<file path="src/rtl/rvvi_host_cmd_rx_pkg.sv">
// Shared RVVI host-command definitions.
//   - rx_state_e : receiver frame-parsing states
//   - hdr_beats  : number of stream beats that carry the compared header
//   - Standard tracer command headers (20 bytes, byte 0 in bits [7:0]):
//     dst MAC, src MAC, EtherType 16'h005c (wire order), 6-byte ASCII tag.
package rvvi_host_cmd_rx_pkg;

    typedef enum logic [1:0] {
        ST_HDR,
        ST_PAYLOAD,
        ST_TAIL,
        ST_DROP
    } rx_state_e;

    function automatic int unsigned hdr_beats(input int unsigned hdr_bytes,
                                              input int unsigned axis_width);
        return (hdr_bytes * 8) / axis_width;
    endfunction

    localparam logic [47:0] RVVI_DST_MAC   = 48'h66_55_44_33_02_43;
    localparam logic [47:0] RVVI_SRC_MAC   = 48'h0A_00_00_35_0A_02;
    localparam logic [15:0] RVVI_ETHERTYPE = 16'h005c;
    // EtherType travels MSB first, so its high byte is header byte 12.
    localparam logic [15:0] RVVI_ETYPE_BYTES = {RVVI_ETHERTYPE[7:0], RVVI_ETHERTYPE[15:8]};

    // ASCII tags, first character in the low byte.
    localparam logic [47:0] RVVI_TAG_TRIGGER  = 48'h52_47_47_49_52_54; // "TRIGGR"
    localparam logic [47:0] RVVI_TAG_SLOWDOWN = 48'h4E_44_57_4F_4C_53; // "SLOWDN"
    localparam logic [47:0] RVVI_TAG_RATESET  = 48'h54_53_45_54_41_52; // "RATEST"

    localparam logic [159:0] RVVI_HDR_TRIGGER =
        {RVVI_TAG_TRIGGER, RVVI_ETYPE_BYTES, RVVI_SRC_MAC, RVVI_DST_MAC};
    localparam logic [159:0] RVVI_HDR_SLOWDOWN =
        {RVVI_TAG_SLOWDOWN, RVVI_ETYPE_BYTES, RVVI_SRC_MAC, RVVI_DST_MAC};
    localparam logic [159:0] RVVI_HDR_RATESET =
        {RVVI_TAG_RATESET, RVVI_ETYPE_BYTES, RVVI_SRC_MAC, RVVI_DST_MAC};

endpackage

</file>
<file path="src/rtl/rvvi_hdr_beat_match.sv">
// Combinational compare of one header beat against one channel's expected
// header slice.
//   beat_data_i / beat_keep_i : current RX beat and its byte strobes
//   expect_i / mask_i         : expected bytes and compare-enable per byte
//   hit_o                     : 1 when every enabled byte is present and equal
module rvvi_hdr_beat_match
    import rvvi_host_cmd_rx_pkg::*;
#(
    parameter int unsigned AXIS_WIDTH = 32
) (
    input  logic [AXIS_WIDTH-1:0]   beat_data_i,
    input  logic [AXIS_WIDTH/8-1:0] beat_keep_i,
    input  logic [AXIS_WIDTH-1:0]   expect_i,
    input  logic [AXIS_WIDTH/8-1:0] mask_i,
    output logic                    hit_o
);

    localparam int unsigned NBYTES = AXIS_WIDTH / 8;

    always_comb begin
        hit_o = 1'b1;
        for (int unsigned b = 0; b < NBYTES; b++) begin
            // A compared byte that is absent counts as a mismatch.
            if (mask_i[b] && (!beat_keep_i[b] ||
                              (beat_data_i[8*b +: 8] != expect_i[8*b +: 8]))) begin
                hit_o = 1'b0;
            end
        end
    end

endmodule

</file>
<file path="src/rtl/rvvi_host_cmd_rx.sv">
// N-channel host-command receiver on the MAC RX AXI-stream.
//   clk, reset      : tracer clock, synchronous active-high reset
//   CmdStrings      : expected header per channel (byte 0 in [7:0])
//   CmdMasks        : per-byte compare enable per channel
//   CmdDefaults     : payload values loaded while reset is held
//   RxT*            : RX stream (no backpressure); RxTuser valid with RxTlast
//   CmdPulse        : one-cycle strobe for the committed channel
//   CmdPayload      : last committed payload per channel
//   BadFrameCount   : saturating count of RxTuser-flagged frames
//   RuntCount       : saturating count of matching frames cut short
module rvvi_host_cmd_rx
    import rvvi_host_cmd_rx_pkg::*;
#(
    parameter int unsigned AXIS_WIDTH    = 32,
    parameter int unsigned HDR_BYTES     = 20,
    parameter int unsigned NUM_CMDS      = 3,
    parameter int unsigned PAYLOAD_WORDS = 1,
    parameter int unsigned CNT_WIDTH     = 16
) (
    input  logic                                          clk,
    input  logic                                          reset,
    input  logic [NUM_CMDS-1:0][HDR_BYTES*8-1:0]          CmdStrings,
    input  logic [NUM_CMDS-1:0][HDR_BYTES-1:0]            CmdMasks,
    input  logic [NUM_CMDS-1:0][PAYLOAD_WORDS*AXIS_WIDTH-1:0] CmdDefaults,
    input  logic [AXIS_WIDTH-1:0]                         RxTdata,
    input  logic [AXIS_WIDTH/8-1:0]                       RxTkeep,
    input  logic                                          RxTvalid,
    input  logic                                          RxTlast,
    input  logic                                          RxTuser,
    output logic [NUM_CMDS-1:0]                           CmdPulse,
    output logic [NUM_CMDS-1:0][PAYLOAD_WORDS*AXIS_WIDTH-1:0] CmdPayload,
    output logic [CNT_WIDTH-1:0]                          BadFrameCount,
    output logic [CNT_WIDTH-1:0]                          RuntCount
);

    localparam int unsigned HDR_BEATS = hdr_beats(HDR_BYTES, AXIS_WIDTH);
    localparam int unsigned KEEP_W    = AXIS_WIDTH / 8;
    localparam int unsigned PW_BITS   = PAYLOAD_WORDS * AXIS_WIDTH;
    localparam int unsigned IDX_MAX   = (HDR_BEATS > PAYLOAD_WORDS) ? HDR_BEATS : PAYLOAD_WORDS;
    localparam int unsigned IDX_W     = $clog2(IDX_MAX + 1);
    localparam int unsigned SEL_W     = (NUM_CMDS > 1) ? $clog2(NUM_CMDS) : 1;

    rx_state_e                               state_q, state_d;
    logic [IDX_W-1:0]                        idx_q, idx_d;
    logic [NUM_CMDS-1:0]                     cand_q, cand_d;
    logic [SEL_W-1:0]                        sel_q, sel_d;
    logic [PAYLOAD_WORDS-1:0][AXIS_WIDTH-1:0] shadow_q, shadow_d;
    logic [NUM_CMDS-1:0][PW_BITS-1:0]        payload_q, payload_d;
    logic [NUM_CMDS-1:0]                     pulse_q, pulse_d;
    logic [CNT_WIDTH-1:0]                    bad_q, bad_d;
    logic [CNT_WIDTH-1:0]                    runt_q, runt_d;

    logic [NUM_CMDS-1:0] hit;
    logic [NUM_CMDS-1:0] cand_upd;
    logic [IDX_W-1:0]    hdr_idx;
    logic [31:0]         str_base;
    logic [31:0]         msk_base;
    logic [SEL_W-1:0]    lowest_sel;
    logic                found;
    logic                last_word;

    // Index is shared with payload words; clamp so header selects stay in range.
    always_comb begin
        hdr_idx  = (idx_q < IDX_W'(HDR_BEATS)) ? idx_q : '0;
        str_base = 32'(hdr_idx) * AXIS_WIDTH;
        msk_base = 32'(hdr_idx) * KEEP_W;
    end

    for (genvar i = 0; i < NUM_CMDS; i++) begin : g_match
        rvvi_hdr_beat_match #(
            .AXIS_WIDTH(AXIS_WIDTH)
        ) u_match (
            .beat_data_i(RxTdata),
            .beat_keep_i(RxTkeep),
            .expect_i   (CmdStrings[i][str_base +: AXIS_WIDTH]),
            .mask_i     (CmdMasks[i][msk_base +: KEEP_W]),
            .hit_o      (hit[i])
        );
    end

    always_comb begin
        state_d    = state_q;
        idx_d      = idx_q;
        cand_d     = cand_q;
        sel_d      = sel_q;
        shadow_d   = shadow_q;
        payload_d  = payload_q;
        pulse_d    = '0;
        bad_d      = bad_q;
        runt_d     = runt_q;
        cand_upd   = cand_q & hit;
        last_word  = (idx_q == IDX_W'(PAYLOAD_WORDS - 1));
        lowest_sel = '0;
        found      = 1'b0;

        for (int unsigned i = 0; i < NUM_CMDS; i++) begin
            if (cand_upd[i] && !found) begin
                lowest_sel = SEL_W'(i);
                found      = 1'b1;
            end
        end

        if (RxTvalid) begin
            unique case (state_q)
                ST_HDR: begin
                    cand_d = cand_upd;
                    if (idx_q == IDX_W'(HDR_BEATS - 1)) begin
                        idx_d   = '0;
                        sel_d   = lowest_sel;
                        state_d = (|cand_upd) ? ST_PAYLOAD : ST_DROP;
                    end else begin
                        idx_d = idx_q + IDX_W'(1);
                    end
                end
                ST_PAYLOAD: begin
                    for (int unsigned w = 0; w < PAYLOAD_WORDS; w++) begin
                        if (idx_q == IDX_W'(w)) shadow_d[w] = RxTdata;
                    end
                    if (last_word) state_d = ST_TAIL;
                    else           idx_d   = idx_q + IDX_W'(1);
                end
                default: ;
            endcase

            if (RxTlast) begin
                if (RxTuser) begin
                    if (bad_q != '1) bad_d = bad_q + CNT_WIDTH'(1);
                end else if (state_q == ST_TAIL || (state_q == ST_PAYLOAD && last_word)) begin
                    // shadow_d already holds the final word when it arrives with RxTlast.
                    for (int unsigned i = 0; i < NUM_CMDS; i++) begin
                        if (sel_q == SEL_W'(i)) begin
                            payload_d[i] = shadow_d;
                            pulse_d[i]   = 1'b1;
                        end
                    end
                end else if ((state_q == ST_HDR && (|cand_upd)) || state_q == ST_PAYLOAD) begin
                    if (runt_q != '1) runt_d = runt_q + CNT_WIDTH'(1);
                end
                state_d = ST_HDR;
                idx_d   = '0;
                cand_d  = '1;
            end
        end
    end

    always_ff @(posedge clk) begin
        if (reset) begin
            state_q   <= ST_HDR;
            idx_q     <= '0;
            cand_q    <= '1;
            sel_q     <= '0;
            pulse_q   <= '0;
            bad_q     <= '0;
            runt_q    <= '0;
            payload_q <= CmdDefaults;
        end else begin
            state_q   <= state_d;
            idx_q     <= idx_d;
            cand_q    <= cand_d;
            sel_q     <= sel_d;
            pulse_q   <= pulse_d;
            bad_q     <= bad_d;
            runt_q    <= runt_d;
            payload_q <= payload_d;
        end
    end

    // Shadow is pure datapath: every word is rewritten before any commit.
    always_ff @(posedge clk) begin
        shadow_q <= shadow_d;
    end

    assign CmdPulse      = pulse_q;
    assign CmdPayload    = payload_q;
    assign BadFrameCount = bad_q;
    assign RuntCount     = runt_q;

endmodule
</file>
<file path="config.mk">
export PLATFORM = sky130hd
export DESIGN_NAME = rvvi_host_cmd_rx
export DESIGN_NICKNAME = d
export VERILOG_FILES = /design/src/rtl/rvvi_host_cmd_rx_pkg.sv /design/src/rtl/rvvi_hdr_beat_match.sv /design/src/rtl/rvvi_host_cmd_rx.sv
export SDC_FILE = /design/constraint.sdc
export NUM_CORES = 1
export LEC_CHECK = 0
export ABC_AREA = 0
export CAP_MARGIN = 40
export CORE_AREA = 2 2 311 313
export DETAILED_ROUTE_END_ITERATION = 10
export DIE_AREA = 0 0 313 315
export GPL_TIMING_DRIVEN = 0
export HOLD_SLACK_MARGIN = 0.05
export PLACE_DENSITY_LB_ADDON = 0.12
export SYNTH_ARGS = -nofsm -noshare
export SYNTH_HDL_FRONTEND = slang
export SYNTH_SLANG_ARGS = --single-unit
</file>
<file path="constraint.sdc">
create_clock -name clk -period 8.8 [get_ports clk]
set_input_delay 1.32 -clock clk [delete_from_list [all_inputs] [get_ports clk]]
set_output_delay 1.32 -clock clk [all_outputs]
set_load 0.01 [all_outputs]
</file>
==> impl_metrics.env <==
export IMPL_status="completed"
export IMPL_grt_max_degree=34
export IMPL_dp_cells=3740
export IMPL_clk_latency_ps=460
export IMPL_synth_simple_area_share_pct=13.5
export IMPL_cp_required_ps=9100
export IMPL_path_clk_slew_ps=70
export IMPL_start_util_pct=15.4
export IMPL_grt_pass1_vias=18800
export IMPL_rsz0062_at_grt="false"
export IMPL_sw_frac_of_total_pct=32.0
export IMPL_power_total_mw=2.71
export IMPL_drive_above_1_share_pct=10.1
export IMPL_routabilityCongestion=0.919
export IMPL_slew_violations=0
export IMPL_antenna_found_initial=37
export IMPL_clkPwrFrac_pct=29.0
export IMPL_internal_power_mw=1.84
export IMPL_skew_ps=13.5
export IMPL_syn_avg_cell_area_um2=8.96
export IMPL_vias=18000
export IMPL_drv_cap=0
export IMPL_crit_path_start_kind="flop"
export IMPL_drt_pass1_iter_count=6
export IMPL_core_rowCount=114
export IMPL_synth_fa_ha_area_share_pct=0.898
export IMPL_portBuffers=789
export IMPL_async_flop_share_pct=0
export IMPL_dr_wl_met2_mm=63.7
export IMPL_period_minus_slack_ps=5570
export IMPL_muxShareOfSynthArea_pct=17.8
export IMPL_cts_hold_fix_buffers=0
export IMPL_worstPathMaxFanout=10
export IMPL_max_freq_mhz=179
export IMPL_synth_distinct_cells=93
export IMPL_yosys_warnings=0
export IMPL_cp_end_kind="flop"
export IMPL_detail_route_antenna_nets=0
export IMPL_routedWlPerCell_um=34.2
export IMPL_cts_setup_buffers=0
export IMPL_cts_tree="yes"
export IMPL_htree_levels=4
export IMPL_ioPinCount=808
export IMPL_critical_path_class="reg -> reg"
export IMPL_met3RoutedLength_mm=9.84
export IMPL_dr_max_layer_used="met5"
export IMPL_die_w_um=313
export IMPL_vdd_drop_max_mv=0.136
export IMPL_setup_violations=0
export IMPL_dpl_worst_slack_ps=2900
export IMPL_seqPwrFrac_pct=34.6
export IMPL_grt_first_pass_wirelength_mm=168
export IMPL_synth_top_family_by_area="compound AO/OA/AOI/OAI gates"
export IMPL_yosys_area_share_xor_xnor_pct=5.33
export IMPL_arrival_ps=5880
export IMPL_setup_tns_ps=0
export IMPL_core_area_um2=95700
export IMPL_dp_hpwl_mm=107
export IMPL_setup_ws_ps=3230
export IMPL_finalHoldViolCount=0
export IMPL_cts_made_buffers=17
export IMPL_cts_buffer_depth=2
export IMPL_final_util_pct=26.3
export IMPL_layout_worst_path_cycle_share_pct=63.3
export IMPL_synth_flop_cell="edfxtp_1"
export IMPL_clock_sinks=173
export IMPL_fin_cells=3785
export IMPL_nNetsFinal=3165
export IMPL_die_y_um=315
export IMPL_m1WireLength_mm=53.4
export IMPL_grt_usage_pct=25.2
export IMPL_syn_area_um2=14800
export IMPL_powerDensity_nw_per_um2=107
export IMPL_first_iter_violations=1523
export IMPL_combPwrFrac_pct=36.4
export IMPL_gr_total_overflow=0
export IMPL_post_cts_resized=0
export IMPL_viasPerCell=4.76
export IMPL_synth_ff_latch_count=173
export IMPL_synth_compound_area_share_pct=22.0
export IMPL_leakage_nw=9.16
export IMPL_synth_edf_count=128
export IMPL_switchingPower_mw=0.866
export IMPL_synth_nets=2331
export IMPL_reg2reg_slack_ps=3230
export IMPL_seq_area_frac_synth_pct=32.1
export IMPL_worstMarginPinSlew_ps=999
export IMPL_routed_wl_mm=130
export IMPL_synthToLayoutAreaGrowth_pct=70.6
export IMPL_syn_inst=1650
export IMPL_worstHoldPathType="reg -> reg"
export IMPL_slew_headroom_pct=33.0
export IMPL_cts_root_buffer="clkbuf_16"
export IMPL_die_area_um2=98600
export IMPL_drcViolationCount=0
[cells in the mapped netlist (all sizes together) (12+ instances only)]
| cell | count | area (um^2) |
|---|---|---|
| a21oi | 182 | 911 |
| inv | 132 | 495 |
| edfxtp | 128 | 3840 |
| nand2 | 114 | 428 |
| mux2i | 112 | 1120 |
| nor2 | 96 | 363 |
| buf | 85 | 515 |
| o21ai | 61 | 305 |
| clkbuf | 56 | 210 |
| mux2 | 52 | 586 |
| xnor2 | 50 | 438 |
| dfxtp | 45 | 901 |
| mux4 | 41 | 923 |
| xor2 | 40 | 350 |
| o22ai | 38 | 238 |
| nand3 | 36 | 180 |
| and3 | 30 | 188 |
| a31oi | 28 | 175 |
| a211oi | 25 | 198 |
| a22oi | 23 | 178 |
| nor3 | 17 | 85.1 |
| or3 | 16 | 100 |
| nand2b | 15 | 93.8 |
| nor2b | 15 | 93.8 |
| nor4 | 14 | 115 |
| o32ai | 12 | 105 |
[area by class of cell]
cell class	instances	area, um^2
antenna	13	32.5
buffer	141	728
clock buffer	17	425
clock inverter	14	143
fill	10300	70500
inverter	136	510
multi-input combinational	1200	8820
sequential	173	4740
tap	1276	1600
timing repair buffer	815	8200
[path summary, 6_finish.rpt]
path / start / to / cells past startpoint
hold / removal: BadFrameCount[4]$_SDFFE_PP0P_ / BadFrameCount[4]$_SDFFE_PP0P_ / 2
setup reg to reg: idx_q[0]$_SDFFE_PP0P_ / RuntCount[13]$_SDFFE_PP0P_ / 16
hold reg to reg: BadFrameCount[4]$_SDFFE_PP0P_ / BadFrameCount[4]$_SDFFE_PP0P_ / 2
setup / recovery: idx_q[0]$_SDFFE_PP0P_ / RuntCount[13]$_SDFFE_PP0P_ / 16
[power groups by stage]
stage          registers (mW)  clock network [mW]  logic, mW
3_3_place_gp            0.956                   0      0.971
4_1_cts                 0.937               0.804      0.987
6_report                0.936               0.784      0.985
3_5_place_dp            0.955                   0      0.981
5_1_grt                 0.940               0.832       1.03
2_1_floorplan           0.970                   0      0.334
[critical path, cell delays in order (launching register included)]
cell	delay, ps
dfxtp_1	380
buf_6	190
buf_6	260
buf_6	290
buf_6	270
buf_2	430
a211oi_1	130
a211oi_1	840
a21oi_1	220
xor2_1	220
a41oi_1	400
nor4_2	850
o41ai_2	250
buf_6	200
buf_2	190
o21ai_0	190
a21oi_1	80
[layer usage]
metal  vias up  global-route usage (%)
met5         -                       0
met3       144                    6.75
met4        40                    4.99
met2       920                    44.2
li1       7865                       -
met1      9035                    31.0
[metrics by stage]
stage | instance area [um^2] | hold slack, ps
floorplan | 14800 | 447
global placement | 24300 | 489
detailed placement | 24600 | 499
CTS | 25200 | 517
global route | 25200 | 534
finish | 25200 | 516
[registers in the layout (all words and copies together) (netlist names)]
| name | cells |
|---|---|
| sel_q | 2 |
| BadFrameCount | 16 |
| idx_q | 3 |
| CmdPulse | 3 |
| state_q | 2 |
| RuntCount | 16 |
| CmdPayload | 96 |
| cand_q | 3 |
| shadow_q | 32 |
[cell usage in the layout (no fill, tap or decap), drive strengths merged, types with 41 or more instances in the layout]
cell,n
clkdlybuf4s50,788
nand2,114
a21oi,182
buf,112
edfxtp,128
mux2i,112
mux4,41
nor2,96
inv,136
clkbuf,73
mux2,52
dfxtp,45
o21ai,61
xnor2,50
[logic make-up after synthesis]
group	count (synthesis)
flip-flops	173
buffers and inverters	277
AND/OR/NAND/NOR	396
AO/OA/AOI/OAI	497
XOR/XNOR	90
adder cells (fa/ha/maj)	12
multiplexers	205
(Power assumes the default switching activity.)
